$ cat src/rtl/regfile_wb_sched.sv
// regfile_wb_sched
//
// Write-back scheduler and hazard scoreboard for a single-write-port RegFile.
// It arbitrates two write-back requesters (ALU and load unit) onto the one
// write port using round-robin priority. It also keeps a per-register
// pending-write scoreboard and stalls issue on RAW and WAW hazards.
//
// Ports
//   clk, rst                      clock; synchronous active-high reset
//   issue_valid/rs1/rs2/rd        instruction presented by the issue stage
//   issue_stall                   combinational; 1 = the instruction is not accepted
//   wb0_valid/rd/data, wb0_ready  requester 0 (ALU) write-back handshake
//   wb1_valid/rd/data, wb1_ready  requester 1 (load unit) write-back handshake
//   rf_r, rf_rd, rf_din           RegFile write port; rf_r=0 means write this cycle
//   busy_mask                     registered scoreboard; bit i = write to reg i pending
//   wb_err                        sticky flag: a write-back hit a register that was not busy

module regfile_wb_sched #(
    parameter int NREG = 32,
    parameter int AW   = $clog2(NREG),
    parameter int DW   = 32
) (
    input  logic            clk,
    input  logic            rst,
    input  logic            issue_valid,
    input  logic [AW-1:0]   issue_rs1,
    input  logic [AW-1:0]   issue_rs2,
    input  logic [AW-1:0]   issue_rd,
    output logic            issue_stall,
    input  logic            wb0_valid,
    input  logic [AW-1:0]   wb0_rd,
    input  logic [DW-1:0]   wb0_data,
    output logic            wb0_ready,
    input  logic            wb1_valid,
    input  logic [AW-1:0]   wb1_rd,
    input  logic [DW-1:0]   wb1_data,
    output logic            wb1_ready,
    output logic            rf_r,
    output logic [AW-1:0]   rf_rd,
    output logic [DW-1:0]   rf_din,
    output logic [NREG-1:0] busy_mask,
    output logic            wb_err
);

    // Round-robin owner: 0 means wb0 wins a tie, 1 means wb1 wins a tie.
    logic            rr_ptr;
    logic            acc_valid;
    logic [AW-1:0]   acc_rd;
    logic [DW-1:0]   acc_data;
    logic            acc_write;
    logic            issue_accept;
    logic [NREG-1:0] busy_next;

    // Grants are held low during reset. This keeps a requester from treating a
    // discarded write as consumed, so it re-arbitrates once reset is released.
    always_comb begin
        wb0_ready = 1'b0;
        wb1_ready = 1'b0;
        if (!rst) begin
            if (wb0_valid && wb1_valid) begin
                wb0_ready = !rr_ptr;
                wb1_ready = rr_ptr;
            end else begin
                wb0_ready = wb0_valid;
                wb1_ready = wb1_valid;
            end
        end
    end

    // Select the accepted write-back. At most one grant is high in any cycle.
    always_comb begin
        acc_valid = (wb0_valid && wb0_ready) || (wb1_valid && wb1_ready);
        acc_rd    = wb1_ready ? wb1_rd : wb0_rd;
        acc_data  = wb1_ready ? wb1_data : wb0_data;
        // A write to register 0 is consumed but never reaches the RegFile.
        acc_write = acc_valid && (acc_rd != '0);
    end

    // Hazard detection. busy_mask[0] is always 0, so source register 0 never
    // stalls, and the rd check is written to make register 0 explicit.
    always_comb begin
        issue_stall  = issue_valid && (busy_mask[issue_rs1] || busy_mask[issue_rs2] ||
                       ((issue_rd != '0) && busy_mask[issue_rd]));
        issue_accept = issue_valid && !issue_stall;
    end

    // Scoreboard update. The clear from the RegFile commit is applied first, so
    // a newly issued producer of the same register wins on the same edge.
    always_comb begin
        busy_next = busy_mask;
        if (!rf_r) begin
            busy_next[rf_rd] = 1'b0;
        end
        if (issue_accept && (issue_rd != '0)) begin
            busy_next[issue_rd] = 1'b1;
        end
        busy_next[0] = 1'b0;
    end

    // Register the write port, the scoreboard, the error flag and the round-robin
    // pointer. The pointer flips only after a grant taken while both requesters
    // were competing.
    always_ff @(posedge clk) begin
        if (rst) begin
            rf_r      <= 1'b1;
            rf_rd     <= '0;
            rf_din    <= '0;
            busy_mask <= '0;
            wb_err    <= 1'b0;
            rr_ptr    <= 1'b0;
        end else begin
            busy_mask <= busy_next;
            rf_r      <= !acc_write;
            if (acc_write) begin
                rf_rd  <= acc_rd;
                rf_din <= acc_data;
                if (!busy_mask[acc_rd]) begin
                    wb_err <= 1'b1;
                end
            end
            if (wb0_valid && wb1_valid && acc_valid) begin
                rr_ptr <= !rr_ptr;
            end
        end
    end

endmodule

$ cat config.mk
export PLATFORM = sky130hd
export DESIGN_NAME = regfile_wb_sched
export DESIGN_NICKNAME = d
export VERILOG_FILES = /design/src/rtl/regfile_wb_sched.sv
export SDC_FILE = /design/constraint.sdc
export NUM_CORES = 1
export LEC_CHECK = 0
export BUFFER_PORTS_ARGS = -buffer_cell sky130_fd_sc_hd__buf_2
export CORE_MARGIN = 1
export CORE_UTILIZATION = 50
export DETAILED_ROUTE_END_ITERATION = 7
export PLACE_DENSITY_LB_ADDON = 0.08
export SLEW_MARGIN = 20
export SYNTH_ARGS = -nofsm -noshare
export SYNTH_HDL_FRONTEND = slang
export SYNTH_SLANG_ARGS = --single-unit
$ cat constraint.sdc
create_clock -name clk -period 3.4 [get_ports clk]
set_input_delay 0.68 -clock clk [delete_from_list [all_inputs] [get_ports clk]]
set_output_delay 0.68 -clock clk [all_outputs]
set_load 0.1 [all_outputs]
# Word-level counts from Yosys, hierarchy flattened
# Index checks and enable logic that the tools add are counted.
[op_classes] n_reduce_logical=20 eq_ne=0 mux=20 div=0 addsub=0 order_cmp=7 n_shift=0 mul=0 n_bitwise=4
[op_table] op="two-way mux 32 bit" count=3
[op_table] op="AND 32 bit" count=1
[op_table] op="NOT 32 bit" count=1
[op_table] op="OR 32 bit" count=1
[op_table] op="< comparator 5 x 6 -> 1 bit (second input constant)" count=5
[op_table] op="binary-select mux 1 bit (select 5 bit)" count=4
[op_table] op="logical AND 1 bit" count=11
[op_table] op="demux 1 bit (select 5 bit)" count=2
[op_table] op="greater-or-equal comparator 5 x 1 -> 1 bit (second input constant)" count=2
[op_table] op="two-way mux 1 bit" count=10
[op_table] op="nonzero test 5 bit" count=2
[op_table] op="two-way mux 5 bit" count=1
[op_table] op="zero test 1 bit" count=3
[op_table] op="logical OR 1 bit" count=3
[op_table] op="AND reduction 2 bit" count=1
[op_table] op="NOT 1 bit" count=1
[totals] mem_count=0 register_bits=72 out_inout_bits=74 latch_bits=0 ram_bits=0 mem_bits_ro=0 wordCells=58 input_bits=94

# Depth between registers and ports, before layout
# Gate-level depths: netlist of the first run.
[depth] word_depth=9 depth_mapped=10 mapped_depth_nobuf=8

# Worst setup path after synthesis of the first run
# No wires, ideal clock.
[synth_timing] path_type="register to output" from="reg busy_mask[19]" to="out issue_stall" required_ps=2720 slack_ps=-902 path_buffers=0 arrival_time_ps=3622 stages_incl_launch_ff=6 cell_sequence="dfxtp_1 mux2i_1 mux4_2 mux4_2 and3_4 nor2b_1"
[synth_via] elab_chain_cells=5 elab_cells_between_ends=10 cone_classes="mux: 6; reduce/logical: 4"
[synth_rtl] element="start: declaration" line="41" source="output logic [NREG-1:0] busy_mask,"
[synth_rtl] element="start signal: assignment" line="112" source="busy_mask <= busy_next;"
[synth_rtl] element="binary-select mux 1 bit (select 5 bit) (on tied branches)" line="82, 83"
[synth_rtl] element="two-way mux 1 bit (on tied branches)" line="82, 83"
[synth_rtl] element="logical OR 1 bit / logical AND 1 bit (equally long branches)" line="82, 83"
[synth_rtl] element="logical OR 1 bit (*)" line="82" source="issue_stall = issue_valid && (busy_mask[issue_rs1] || busy_mask[issue_rs2] ||"
[synth_rtl] element="logical AND 1 bit (*)" line="82"
[synth_rtl] element="end: declaration" line="29" source="output logic issue_stall,"
# Mark *: on every way between the ends. The rest lies on a longest branch, timed or not. The select of a mux whose other input is x is not followed.

# Worst setup path in the final report of the first run
[layout_timing] from="in issue_rs1[0]" to="out issue_stall"
[layout_via] elab_chain_cells=5
[layout_rtl] element="start: declaration" line="26" source="input logic [AW-1:0] issue_rs1,"
[layout_rtl] element="binary-select mux 1 bit (select 5 bit)" line="82"
[layout_rtl] element="two-way mux 1 bit (implied by the code)" line="82"
[layout_rtl] element="logical OR 1 bit (2 in series)" line="82"
[layout_rtl] element="logical AND 1 bit" line="82"
# Every way passes these cells. The select of a mux whose other input is x is not followed.

==> results.cfg, run 1 <==
[detailed_routing]
wirelength_mm = 14.0
wl_per_cell_um = 18.2
drc = 0
dr.pass1.iters = 5
drt_iter0_markers = 361
drt.antenna.violating_nets = 0
vias_per_cell = 6.09
vias = 4693

[placement]
dpl-instance-area_um2 = 5290
io_buffer_count = 166
routabilityCongestion = 0.942
post-dp-hpwl_mm = 10.2

[timing]
worst_pin_slew_ns = 0.698
fin_skew_ns = 0.0152
fin_crit_ns = 3.25
fmax_ghz = 0.308
slew_headroom = 0.535
period_share = 0.955
drv_slew = 0
finalSetupViolCount = 0
hold_viol_final = 0
finalSetupTns_ns = 0
rsz0062_at_grt = false

[logic_synthesis]
seq_area_frac_synth = 0.326
netlist_top_cells_count = nand2_1 (95), dfxtp_1 (71), nor2_1 (45), a311oi_1 (33), o21ai_1 (32)
synth_fp_nets = 602
synth_cell_type_count = 46
synth-main-ff-cell = dfxtp_1
ys_seq_elements = 71
synth_edf_count = 0
avgSynthCellArea_um2 = 8.59
synth_most_common_cell = nand2_1
yosys-top-cells-area = dfxtp_1 (33%), mux4_2 (13%), nand2_1 (8.2%), a311oi_1 (6.6%), mux2i_1 (5.0%)
yosys_warnings = 0
yosys.area.top_type_share = 0.326
netlist_area_um2 = 4360
syn_inst = 508
synthArstFlopShare = 0
synth.largest_area_cell = dfxtp_1

[critical_path]
cp-end-kind = primary output
cp_max_fo = 8
startpoint_type = input port
critPathLaunch = issue_rs1[0]
critPathRequiredTime_ns = 2.72
worstSetupPathType = in2out
cp.arrival_ns = 2.57
rr_startpoint = busy_mask[14]

[die]
rows = 33
core_um2 = 8340
io-pin-count = 168
initial_core_util = 0.523
dieWidth_um = 95.4
die_y_um = 95.4
dieArea_um2 = 9100

[global_routing]
grtUsageMet3 = 0.0805
first_global_vias = 4284
grt_max_degree = 74
grt_pass1_wl_mm = 21.7
grt.total_usage = 0.314
grtUsageMet2 = 0.504
grt_overflow_total = 0
grt-busiest-layer = met2
antenna_found_initial = 0
grtUsageMet1 = 0.406

[pwr]
power.density_nw_per_um2 = 437
leakage_uw = 0.00239
ir_worst_vdd_mv = 0.257
power.total_uw = 2400

[cts]
cts_sinks = 71
path_clk_slew_ns = 0.08
clk_path_buf_depth = 2
clk_latency_ns = 0.35
cts_max_level = 3
cts_made_buffers = 9
ctsHoldBuffers = 0
cts_root_buf = clkbuf_8
cts_tree = done

[run]
drv_cap = 0

[final_layout]
syn2layout_area_growth_pct = 26.0
diodes = 0
stdcell_area_um2 = 5500
layout-drive-gt1-share = 0.350
layout.nets = 754
post-route-util = 0.659

[hold_path]
min_from = rf_din[31]
hp-class = reg2reg

[status]
status = complete, no violations
where the power goes:
group	total (µW)	switching (µW)	internal, µW
logic	793	601	192
clock network	676	333	343
registers	931	47.8	883
total	2400	982	1420
repair_timing:
| action | CTS | global route |
|---|---|---|
| setup endpoints to repair | 0 | 1 |
| resized for setup | 0 | 4 |
| buffers inserted | 0 | 0 |
layout by cell type (no fill, tap or decap), types with 3 or more instances in the layout:
master       n
nand3b_1    19
nand3_1      6
nor2b_1     22
a311oi_1    33
mux4_2      25
clkinv_4     3
a2111oi_0    3
buf_4       14
buf_2      164
inv_1        4
mux2i_1     21
nor2_1      45
o21ai_1     32
clkbuf_8     9
nor3_1       4
nor3b_1      5
o21ai_0     21
and3_1      12
dfxtp_1     71
nand2_1     95
a21oi_1      7
nand2b_1     5
a211oi_1     6
state kept, by name, indices dropped and copies added (netlist names):
name / cells
rf_din: 32
busy_mask: 31
rf_rd: 5
rf_r: 1
rr_ptr: 1
wb_err: 1
cells by family after synthesis:
family | Yosys count | synth area share
buf+inv | 44 | 0.0416
flops | 71 | 0.326
mux | 49 | 0.185
compound gates | 116 | 0.178
xor+xnor | 1 | 0.00201
simple gates | 226 | 0.267
other cells | 1 | 0.000860
critical path, stage by stage:
cell      delay (ns)
clkbuf_4        0.20
mux4_2          0.51
mux4_2          0.49
mux2i_2         0.19
and3_4          0.23
nor2b_2         0.04
buf_4           0.22
layer usage:
metal	vias up	routed length (µm)
met1	2184	5630
met5	-	0
met2	301	6450
met3	39	1510
met4	0	430
li1	2169	-
metrics by stage:
step	setup slack (ns)	hold slack (ns)	instances
after floorplan	-0.369	0.587	508
after global placement	0.0783	0.483	754
after detailed placement	0.0396	0.489	754
after CTS	0.0398	0.501	770
after global routing	0.0141	0.517	770
final	0.153	0.497	770
path summary, 6_finish.rpt:
check                       to  slack (ns)  depth (start not counted)
setup / recovery   issue_stall        0.15                          7
hold reg to reg     rf_din[31]        0.50                          2
setup reg to reg  busy_mask[6]        0.91                          7
hold / removal      rf_din[31]        0.50                          2
cell type report:
class,instances,area [µm²]
flip-flops and latches,71,1420
inverters,5,18.8
clock buffers,10,128
clock inverters,6,71.3
well taps,105,131
fillers,745,2840
repair buffers,180,953
multi-input cells,393,2770
Power figures use the tool's default switching activity.
==> inputs of run 2 (changes only) <==
Settings changed: PLACE_DENSITY set to 0.83, PLACE_DENSITY_LB_ADDON 0.08 to unset, SETUP_SLACK_MARGIN set to 0.02, SKIP_CTS_REPAIR_TIMING set to 1.
==> results.cfg, run 2 (same netlist as run 1, synthesis figures left out) <==
[status]
status = complete, no violations

[die]
dieWidth_um = 95.4
core_um2 = 8340
die_y_um = 95.4
io-pin-count = 168
initial_core_util = 0.523
dieArea_um2 = 9100
rows = 33

[pwr]
leakage_uw = 0.00241
power.density_nw_per_um2 = 468
ir_worst_vdd_mv = 0.364

[final_layout]
layout.nets = 752
diodes = 0
fillers = 711
regMostFlops = rf_din
largest_register_ffs = 32
post-route-util = 0.663
layout-drive-gt1-share = 0.348
syn2layout_area_growth_pct = 26.8
layout_commonest_cell = buf_2
mostFrequentLayoutCells = buf_2 (164), nand2_1 (95), dfxtp_1 (71)
largestRegisters = rf_din x32, busy_mask x31, rf_rd x5
stdcell_area_um2 = 5530

[global_routing]
grt_max_degree = 65
grt_pass1_wl_mm = 22.1
grt_overflow_total = 0
first_global_vias = 4454
antenna_found_initial = 0
grt.total_usage = 0.322

[cts]
cts_root_buf = clkbuf_8
cts_tree = done
clk_path_buf_depth = 2
cts_made_buffers = 9
cts_max_level = 3
path_clk_slew_ns = 0.07
clk_latency_ns = 0.35
cts_sinks = 71

[critical_path]
cp.arrival_ns = 2.59
worstSetupEndpoint = issue_stall
critPathLaunch = issue_rd[0]
cp-end-kind = primary output
worstSetupPathType = in2out
reg2reg_to = busy_mask[23]
critPathRequiredTime_ns = 2.72
r2r_cells = 7
startpoint_type = input port
r2r_slack_ns = 0.90
rr_startpoint = busy_mask[12]
cp_max_fo = 7

[timing]
fin_skew_ns = 0.0107
rsz0062_at_grt = false
slew_headroom = 0.483
worst_pin_slew_ns = 0.773
fin_crit_ns = 3.27
drv_slew = 0
finalSetupViolCount = 0
period_share = 0.962
timing.hold.ws_ns = 0.493
fmax_ghz = 0.306
hold_viol_final = 0

[run]
drv_cap = 0

[detailed_routing]
vias = 4737
wl_met3_mm = 1.67
top_layer_used = met4
drc = 0
wl_per_cell_um = 19.0
dr.pass1.iters = 5
wirelength_mm = 14.6
dr_wl_met2_mm = 7.02
wl_met1_mm = 5.35
drt_iter0_markers = 502
vias_per_cell = 6.17
drt.antenna.violating_nets = 0

[placement]
post-dp-hpwl_mm = 10.5
dpl-instance-area_um2 = 5270
routabilityCongestion = 0.965
io_buffer_count = 166

[hold_path]
hp-class = reg2reg
-- run 2: worst min path at each step --
stage	startpoint	end	slack [ns]	cells past startpoint
2_1_floorplan	rr_ptr	rr_ptr	0.59	2
5_1_grt	rf_din[27]	rf_din[27]	0.52	2
3_5_place_dp	rf_din[1]	rf_din[1]	0.49	2
6_report	rf_din[22]	rf_din[22]	0.49	2
4_1_cts	rf_din[1]	rf_din[1]	0.50	2
3_3_place_gp	rf_din[10]	rf_din[10]	0.48	2
-- run 2: power breakdown --
part	leakage, µW	internal, µW	total, µW	switching [µW]
registers	0.000582	883	933	49.6
clock network	0.000127	513	857	344
logic	0.00170	193	800	607
-- run 2: per-layer routing --
metal  vias to the layer above  track usage
met5                         -            0
met4                         0        0.150
met3                        54        0.110
met2                       333        0.511
met1                      2183        0.393
li1                       2167            -
-- run 2: final cells by class --
class / count / area, µm² / share of cell area
inverters: 5 / 18.8 / 0.00339
clock buffers: 10 / 138 / 0.0249
repair buffers: 178 / 938 / 0.170
flip-flops and latches: 71 / 1420 / 0.257
multi-input cells: 393 / 2770 / 0.500
well taps: 105 / 131 / 0.0237
clock inverters: 6 / 116 / 0.0210
-- run 2: metrics by stage --
| stage | TNS, ns | setup WS, ns | total power (µW) | cells |
|---|---|---|---|---|
| floorplan | -0.369 | -0.369 | 1560 | 508 |
| global placement | 0 | 0.103 | 1730 | 752 |
| detailed placement | 0 | 0.0689 | 1740 | 752 |
| CTS | 0 | 0.0680 | 2590 | 768 |
| global route | 0 | 0.0607 | 2690 | 768 |
| finish | 0 | 0.130 | 2590 | 768 |
-- run 2: critical path: stages --
cell and delay (ns):
buf_2 0.21, buf_4 0.23, mux4_2 0.52, mux2i_1 0.19, mux2i_1 0.11, mux2i_1 0.15, and3_4 0.20, nor2b_2 0.04
clkbuf_4 0.27
